[src/rtl/snake_renderer.sv]
// Snake/food raster overlay: snapshots segment cells once per frame into shadow
// coordinates, commits them atomically, and colours pixels through a 2-stage pipe.
// Optional macro SNAKE_HEAD_COLOR_EN draws segment 0 in orange instead of yellow.
module snake_renderer #(
    parameter int MAX_LEN   = 16,
    parameter int GRID_COLS = 16,
    parameter int GRID_ROWS = 16,
    parameter int CELL_PX   = 30,
    parameter int H_ORIGIN  = 144,
    parameter int V_ORIGIN  = 35,
    localparam int LEN_W    = $clog2(MAX_LEN + 1)
) (
    input  logic                   Clk,
    input  logic                   Reset,
    input  logic                   Bright,
    input  logic [9:0]             hCount,
    input  logic [9:0]             vCount,
    input  logic                   Frame_Start,
    input  logic                   Qi,
    input  logic                   Qw,
    input  logic                   Ql,
    input  logic                   Qc,
    input  logic [7:0]             Food,
    input  logic [LEN_W-1:0]       Length,
    input  logic [8*MAX_LEN-1:0]   Locations_Flat,
    output logic                   Busy,
    output logic [11:0]            rgb,
    output logic [11:0]            background
);

    localparam int IDX_W = (MAX_LEN > 1) ? $clog2(MAX_LEN) : 1;
    localparam logic [31:0] P_COLS  = 32'(GRID_COLS);
    localparam logic [31:0] P_CELLS = 32'(GRID_COLS * GRID_ROWS);
    localparam logic [31:0] P_PX    = 32'(CELL_PX);
    localparam logic [31:0] P_HO    = 32'(H_ORIGIN);
    localparam logic [31:0] P_VO    = 32'(V_ORIGIN);
    localparam logic [31:0] P_MAX   = 32'(MAX_LEN);

    typedef enum logic [1:0] {
        S_IDLE,
        S_CONVERT,
        S_COMMIT
    } state_t;

    function automatic logic [9:0] cell_x(input logic [7:0] loc);
        return 10'(({24'd0, loc} % P_COLS) * P_PX + P_HO);
    endfunction

    function automatic logic [9:0] cell_y(input logic [7:0] loc);
        return 10'(({24'd0, loc} / P_COLS) * P_PX + P_VO);
    endfunction

    function automatic logic in_span(input logic [9:0] pos, input logic [9:0] org);
        return ({1'b0, pos} >= {1'b0, org}) &&
               ({1'b0, pos} < ({1'b0, org} + 11'(CELL_PX)));
    endfunction

    state_t r_state;
    state_t w_next;

    logic                 w_capture;
    logic                 w_convert;
    logic                 w_commit;
    logic                 w_last;
    logic [LEN_W-1:0]     w_len_sat;
    logic [7:0]           w_loc_arr [MAX_LEN];
    logic [7:0]           w_loc;
    logic                 w_loc_ok;

    logic [8*MAX_LEN-1:0] r_locs;
    logic [LEN_W-1:0]     r_len;
    logic [IDX_W-1:0]     r_idx;
    logic [7:0]           r_food_cap;
    logic                 r_food_pend;

    logic [9:0]           r_sh_x [MAX_LEN];
    logic [9:0]           r_sh_y [MAX_LEN];
    logic [MAX_LEN-1:0]   r_sh_valid;

    logic [9:0]           r_act_x [MAX_LEN];
    logic [9:0]           r_act_y [MAX_LEN];
    logic [MAX_LEN-1:0]   r_act_valid;
    logic [9:0]           r_food_x;
    logic [9:0]           r_food_y;
    logic                 r_food_valid;

    logic [MAX_LEN-1:0]   w_hit;
    logic                 w_food_hit;
    logic [MAX_LEN-1:0]   r_hit;
    logic                 r_food_hit;
    logic                 r_bright_d;
    logic [11:0]          w_pix;
    logic [11:0]          r_rgb;
    logic [11:0]          r_bg;

    assign rgb        = r_rgb;
    assign background = r_bg;

    always_comb begin
        w_len_sat = Length;
        if (32'(Length) > P_MAX) begin
            w_len_sat = LEN_W'(MAX_LEN);
        end
    end

    // Segment 0 sits in the MSBs of the flat bus.
    always_comb begin
        for (int unsigned i = 0; i < MAX_LEN; i++) begin
            w_loc_arr[i] = r_locs[8*(MAX_LEN-1-i) +: 8];
        end
    end

    assign w_loc    = w_loc_arr[r_idx];
    assign w_loc_ok = ({24'd0, w_loc} < P_CELLS);
    assign w_last   = (32'(r_idx) + 32'd1) >= 32'(r_len);

    always_ff @(posedge Clk or posedge Reset) begin
        if (Reset) begin
            r_state <= S_IDLE;
        end else begin
            r_state <= w_next;
        end
    end

    always_comb begin
        w_next = r_state;
        case (r_state)
            S_IDLE: begin
                if (Frame_Start) begin
                    w_next = (w_len_sat == '0) ? S_COMMIT : S_CONVERT;
                end
            end
            S_CONVERT: begin
                if (Qi) begin
                    w_next = S_IDLE;
                end else if (w_last) begin
                    w_next = S_COMMIT;
                end
            end
            S_COMMIT: w_next = S_IDLE;
            default:  w_next = S_IDLE;
        endcase
    end

    always_comb begin
        Busy      = 1'b0;
        w_capture = 1'b0;
        w_convert = 1'b0;
        w_commit  = 1'b0;
        case (r_state)
            S_IDLE:    w_capture = Frame_Start;
            S_CONVERT: begin
                Busy      = 1'b1;
                w_convert = !Qi;
            end
            S_COMMIT: begin
                Busy     = 1'b1;
                w_commit = 1'b1;
            end
            default: ;
        endcase
    end

    // Shadow mask is cleared at capture so segments beyond the new length stay hidden.
    always_ff @(posedge Clk or posedge Reset) begin
        if (Reset) begin
            r_len       <= '0;
            r_idx       <= '0;
            r_food_pend <= 1'b0;
            r_sh_valid  <= '0;
        end else if (w_capture) begin
            r_len       <= w_len_sat;
            r_idx       <= '0;
            r_food_pend <= Qc;
            r_sh_valid  <= '0;
        end else if (w_convert) begin
            r_idx             <= r_idx + 1'b1;
            r_sh_valid[r_idx] <= w_loc_ok;
        end
    end

    always_ff @(posedge Clk) begin
        if (w_capture) begin
            r_locs <= Locations_Flat;
            if (Qc) begin
                r_food_cap <= Food;
            end
        end
        if (w_convert) begin
            r_sh_x[r_idx] <= cell_x(w_loc);
            r_sh_y[r_idx] <= cell_y(w_loc);
        end
        if (w_commit) begin
            r_act_x <= r_sh_x;
            r_act_y <= r_sh_y;
            if (r_food_pend) begin
                r_food_x <= cell_x(r_food_cap);
                r_food_y <= cell_y(r_food_cap);
            end
        end
    end

    always_ff @(posedge Clk or posedge Reset) begin
        if (Reset) begin
            r_act_valid  <= '0;
            r_food_valid <= 1'b0;
        end else if (Qi) begin
            r_act_valid  <= '0;
            r_food_valid <= 1'b0;
        end else if (w_commit) begin
            r_act_valid <= r_sh_valid;
            if (r_food_pend) begin
                r_food_valid <= 1'b1;
            end
        end
    end

    always_comb begin
        for (int unsigned i = 0; i < MAX_LEN; i++) begin
            w_hit[i] = r_act_valid[i] && in_span(hCount, r_act_x[i]) &&
                       in_span(vCount, r_act_y[i]);
        end
    end

    assign w_food_hit = r_food_valid && in_span(hCount, r_food_x) &&
                        in_span(vCount, r_food_y);

    always_ff @(posedge Clk or posedge Reset) begin
        if (Reset) begin
            r_hit      <= '0;
            r_food_hit <= 1'b0;
            r_bright_d <= 1'b0;
        end else begin
            r_hit      <= w_hit;
            r_food_hit <= w_food_hit;
            r_bright_d <= Bright;
        end
    end

    always_comb begin
        w_pix = r_bg;
        if (!r_bright_d) begin
            w_pix = 12'h000;
        end
`ifdef SNAKE_HEAD_COLOR_EN
        else if (r_hit[0]) begin
            w_pix = 12'hF80;
        end
`endif
        else if (|r_hit) begin
            w_pix = 12'hFF0;
        end else if (r_food_hit) begin
            w_pix = 12'hFFF;
        end
    end

    always_ff @(posedge Clk or posedge Reset) begin
        if (Reset) begin
            r_rgb <= 12'h000;
            r_bg  <= 12'h000;
        end else begin
            r_rgb <= w_pix;
            if (Qi) begin
                r_bg <= 12'h000;
            end else if (Ql) begin
                r_bg <= 12'hF00;
            end else if (Qw) begin
                r_bg <= 12'h0F0;
            end else begin
                r_bg <= 12'h000;
            end
        end
    end

endmodule

[config.mk]
export PLATFORM = sky130hd
export DESIGN_NAME = snake_renderer
export DESIGN_NICKNAME = d
export VERILOG_FILES = /design/src/rtl/snake_renderer.sv
export SDC_FILE = /design/constraint.sdc
export NUM_CORES = 1
export LEC_CHECK = 0
export CAP_MARGIN = 30
export CORE_UTILIZATION = 30
export CTS_BUF_LIST = sky130_fd_sc_hd__clkbuf_4
export DETAILED_ROUTE_END_ITERATION = 7
export HOLD_SLACK_MARGIN = 0.1
export PLACE_DENSITY = 0.48
export SYNTH_ARGS = -nofsm -noshare
export SYNTH_HDL_FRONTEND = slang
export SYNTH_SLANG_ARGS = --single-unit
[constraint.sdc]
create_clock -name Clk -period 8.2 [get_ports Clk]
set_input_delay 1.64 -clock Clk [delete_from_list [all_inputs] [get_ports Clk]]
set_output_delay 1.64 -clock Clk [all_outputs]
set_load 0.1 [all_outputs]
==> run summary <==
The hold path startpoint is r_sh_x[68]. The clock transition at the register clock pins on the worst setup and hold paths after CTS is 0.06 ns. Of the cells placed in the final design, the portion with a size suffix greater than 1 is 11.9%. The worst register-to-register path begins at r_idx[1]. The tree is rooted in a sky130_fd_sc_hd__clkbuf_4.

The critical path is of the register to register type. The classification of the worst-slack hold path is register to register. The number of violations of the max-capacitance limit came out at 0. Among all cell types in the netlist, the one instantiated most often is sky130_fd_sc_hd__edfxtp_1. The area of the mapped netlist is between 0.04 and 0.05 mm2. The total DRC errors in the routed layout is 0. The routed via count is 29043.

Setup repair after global routing left no endpoint under its margin. After synthesis, the netlist uses 64 different library cells. Each instance of the synthesized netlist takes up on average 12.7 um2. By count the netlist is led by 730 x sky130_fd_sc_hd__edfxtp_1, 706 x sky130_fd_sc_hd__ha_1, 387 x sky130_fd_sc_hd__inv_1. The endpoint of the worst hold-timing path is r_act_x[68].

The slew at the pin closest to its max-slew limit came out at 1.01 ns. The final critical-path required period came out at about 5.9 ns. The area growth from synthesis to layout came out at 16.7%.

The final sum of negative setup slack came out at 0 ns. The total wirelength of the detailed-routed design came out at about 120 mm. The die boundary height is 391 um. The placed wire-length estimate after detailed placement is 84.2 mm. The total die area is 0.153 mm2. The biggest fanout along the worst timing path came out at 24. The worst reg2reg path depth is 13.

The run finished with clean final reports. The clock tree buffer depth is 3. The area of all sequential standard cells is 0.0236 mm2.

Cells fill a little over a third of the core in the end. The area of the placeable core is 0.150 mm2. The total congestion overflow came out at 0.

The share of the cycle needed by the critical path after routing is 71.9%. The synthesized netlist cell count came out at ~3600. The synthesized design spends more area on one cell type than any other, namely sky130_fd_sc_hd__edfxtp_1. The number of search-and-repair iterations in the first detailed-routing pass is 5.

194 I/O pins were placed. Counting the fill cells in the layout gives 14917. Yosys printed 0 warnings. TritonCTS built the clock tree. The final worst slack came out at 2.30 ns. The total power density per cell area came out at 394 mW/mm2.

The pin count of the biggest net entering global routing came out at approximately 150. STA classifies the critical path startpoint as a register. The worst clock skew is 0.0779 ns. After floorplanning, the core was divided into 142 placement rows. The critical path data arrival time is 6.65 ns. In this run the number of H-tree levels came out at 4. The worst setup path is captured at a register. For this run, the total global-route usage over all layers was measured as 15.6%.

The number of setup buffers added after CTS is 0. The number of antenna violations at the first check in global routing came to 5. The number of instances resized during post-cts repair is 0.

The routed via count divided by cell count is 4.70. The required time at the worst-slack endpoint is 8.95 ns. The clock net sink count came out at 798. The worst register-to-register path ends at r_sh_x[67]. The largest voltage drop on the vdd net came out at between 1 and 1.5 mV. The die width is 391 um.

The violation count after the first detailed-route iteration came out at 1408. The synthesized design contains 798 register bits. The final number of hold-violating endpoints came out at 0. The congestion estimate from routability-driven global placement came to 0.794. The footprint of the multi-input gates is around 0.020 mm2. Buffers inserted during clock tree synthesis total 210. Measured against its own limit, the worst slew margin works out to 31.7%. The number of hold buffers added after CTS came out at 0.

The register-to-register setup slack is 2.30 ns. Summing internal, switching and leakage power gives roughly 0.021 W. The most used flip-flop cell after synthesis is sky130_fd_sc_hd__edfxtp_1.

The first global-routing pass estimated around 180 mm of wire. The pre-CTS setup slack came out at around 2.1 ns. The proportion of synthesized flip-flops having asynchronous set or reset is between 8 and 9%. The sequential share of the synthesized area came out at between 50% and 60%.

The via count of the first global-routing pass is approximately 30000. The number of pins with negative max-slew slack in the final report came to 0. The detailed-route wire length per cell is between 15 and 20 um. Port buffering added 189 buffers. The maximum frequency from static timing analysis came out at 170 MHz. The final-stage net count is between 4000 and 5000. The clock latency on the worst-skew pair came out at between 1 and 1.5 ns.

The reported leakage power came out at 21.4 nW. The depth of the worst hold-timing path is 0. The final count of negative-setup-slack endpoints is 0. The proportion of netlist area held by the largest area contributor came out at 48.3%. The starting density of the core came out at 30.3%.

The number of nets with antenna violations after routing came out at 0. Counting flops with a built-in enable in the synthesized netlist gives between 700 and 800. By area the synthesized netlist is led by sky130_fd_sc_hd__edfxtp_1 48%, sky130_fd_sc_hd__ha_1 19%, sky130_fd_sc_hd__xnor2_1 4.8%.
[sequential cells by signal, summed over array words and instances (netlist names), 8 cells and up]
name and cells:
r_hit 16, r_locs 128, r_food_x 9, r_food_y 9
r_food_cap 8, r_sh_y 144, r_sh_valid 16, r_act_x 144
r_act_y 144, r_act_valid 16, r_sh_x 144
[worst max path at each step]
| stage | end | from | depth (start not counted) |
|---|---|---|---|
| 2_1_floorplan | r_locs[0] | Frame_Start | 3 |
| 3_3_place_gp | r_sh_x[106] | r_idx[1] | 13 |
| 3_5_place_dp | r_sh_x[148] | r_idx[1] | 15 |
| 4_1_cts | r_sh_x[68] | r_idx[1] | 15 |
| 5_1_grt | r_sh_x[67] | r_idx[1] | 13 |
| 6_report | r_sh_x[67] | r_idx[1] | 13 |
[power breakdown]
part,internal [W],switching (W)
logic,0.00311,0.00641
clock network,0.00186,0.00166
registers,0.00743,0.000385
[metal layers]
| metal | wire [um] | up-vias | global-route usage [%] | share of wire (%) |
|---|---|---|---|---|
| met5 | 0 | - | 0 | 0 |
| met4 | 3490 | 0 | 6.35 | 3.0 |
| met3 | 5200 | 180 | 2.90 | 4.4 |
| met2 | 54800 | 652 | 25.6 | 47 |
| met1 | 54300 | 13938 | 20.0 | 46 |
| li1 | - | 14273 | - | - |
[per-stage QoR]
step / hold slack [ns] / instances / cell area (um2)
floorplan: 0.400 / 3568 / 45400
global placement: 0.400 / 5788 / 50100
detailed placement: 0.405 / 5793 / 50200
CTS: 0.349 / 6162 / 52900
global route: 0.350 / 6171 / 53000
finish: 0.360 / 6174 / 53000
[cells by family (layout without fill, tap and decap cells)]
group / count (synthesis) / in the layout / share of synthesized area [%]
flops: 798 / 798 / 52.0
fa+ha+maj: 726 / 726 / 20.3
simple gates: 671 / 671 / 7.47
compound gates: 610 / 610 / 8.78
buf+inv: 432 / 1016 / 3.83
xor+xnor: 269 / 269 / 5.19
mux: 58 / 58 / 2.36
other cells: 1 / 10 / 0.00826
[final cells by class]
type,count,share of cell area [%]
flip-flops and latches,798,44.6
multi-input cells,2338,38.2
well taps,2016,4.76
repair buffers,258,4.55
clock buffers,305,4.32
inverters,389,2.77
clock inverters,64,0.772
diodes,6,0.0283
[placed cells by master, fill, tap and decap left out, types with 20 or more instances in the layout]
cell and n:
sky130_fd_sc_hd__a2111oi_0 23, sky130_fd_sc_hd__a21o_1 50, sky130_fd_sc_hd__and3_1 36, sky130_fd_sc_hd__a21oi_1 129, sky130_fd_sc_hd__dfrtp_1 67, sky130_fd_sc_hd__edfxtp_1 730
sky130_fd_sc_hd__a211oi_1 28, sky130_fd_sc_hd__buf_4 57, sky130_fd_sc_hd__clkbuf_4 305, sky130_fd_sc_hd__nand2_1 110, sky130_fd_sc_hd__o21a_1 70, sky130_fd_sc_hd__fa_1 20
sky130_fd_sc_hd__o21ai_0 149, sky130_fd_sc_hd__inv_1 385, sky130_fd_sc_hd__nor3_1 87, sky130_fd_sc_hd__a211o_1 21, sky130_fd_sc_hd__nand4_1 59, sky130_fd_sc_hd__xnor2_1 245
sky130_fd_sc_hd__nand2b_1 57, sky130_fd_sc_hd__ha_1 705, sky130_fd_sc_hd__clkdlybuf4s50_1 171, sky130_fd_sc_hd__nor2_1 153, sky130_fd_sc_hd__nand3_1 38, sky130_fd_sc_hd__mux4_2 39
sky130_fd_sc_hd__nor2b_1 23, sky130_fd_sc_hd__clkinv_1 39, sky130_fd_sc_hd__nor4_1 59, sky130_fd_sc_hd__a31oi_1 33, sky130_fd_sc_hd__o211ai_1 35
[worst max-delay path, cell delays in order, from the launching register on]
cell                      delay [ns]
sky130_fd_sc_hd__dfrtp_1        0.74
sky130_fd_sc_hd__buf_4          0.44
sky130_fd_sc_hd__mux4_2         0.27
sky130_fd_sc_hd__mux4_2         0.78
sky130_fd_sc_hd__inv_1          0.15
sky130_fd_sc_hd__fa_1           0.56
sky130_fd_sc_hd__inv_1          0.07
sky130_fd_sc_hd__fa_1           0.56
sky130_fd_sc_hd__inv_1          0.06
sky130_fd_sc_hd__fa_1           0.52
sky130_fd_sc_hd__buf_4          0.30
sky130_fd_sc_hd__inv_1          0.11
sky130_fd_sc_hd__nand3_1        0.16
sky130_fd_sc_hd__xor2_2         0.75
(Power assumes the default switching activity.)
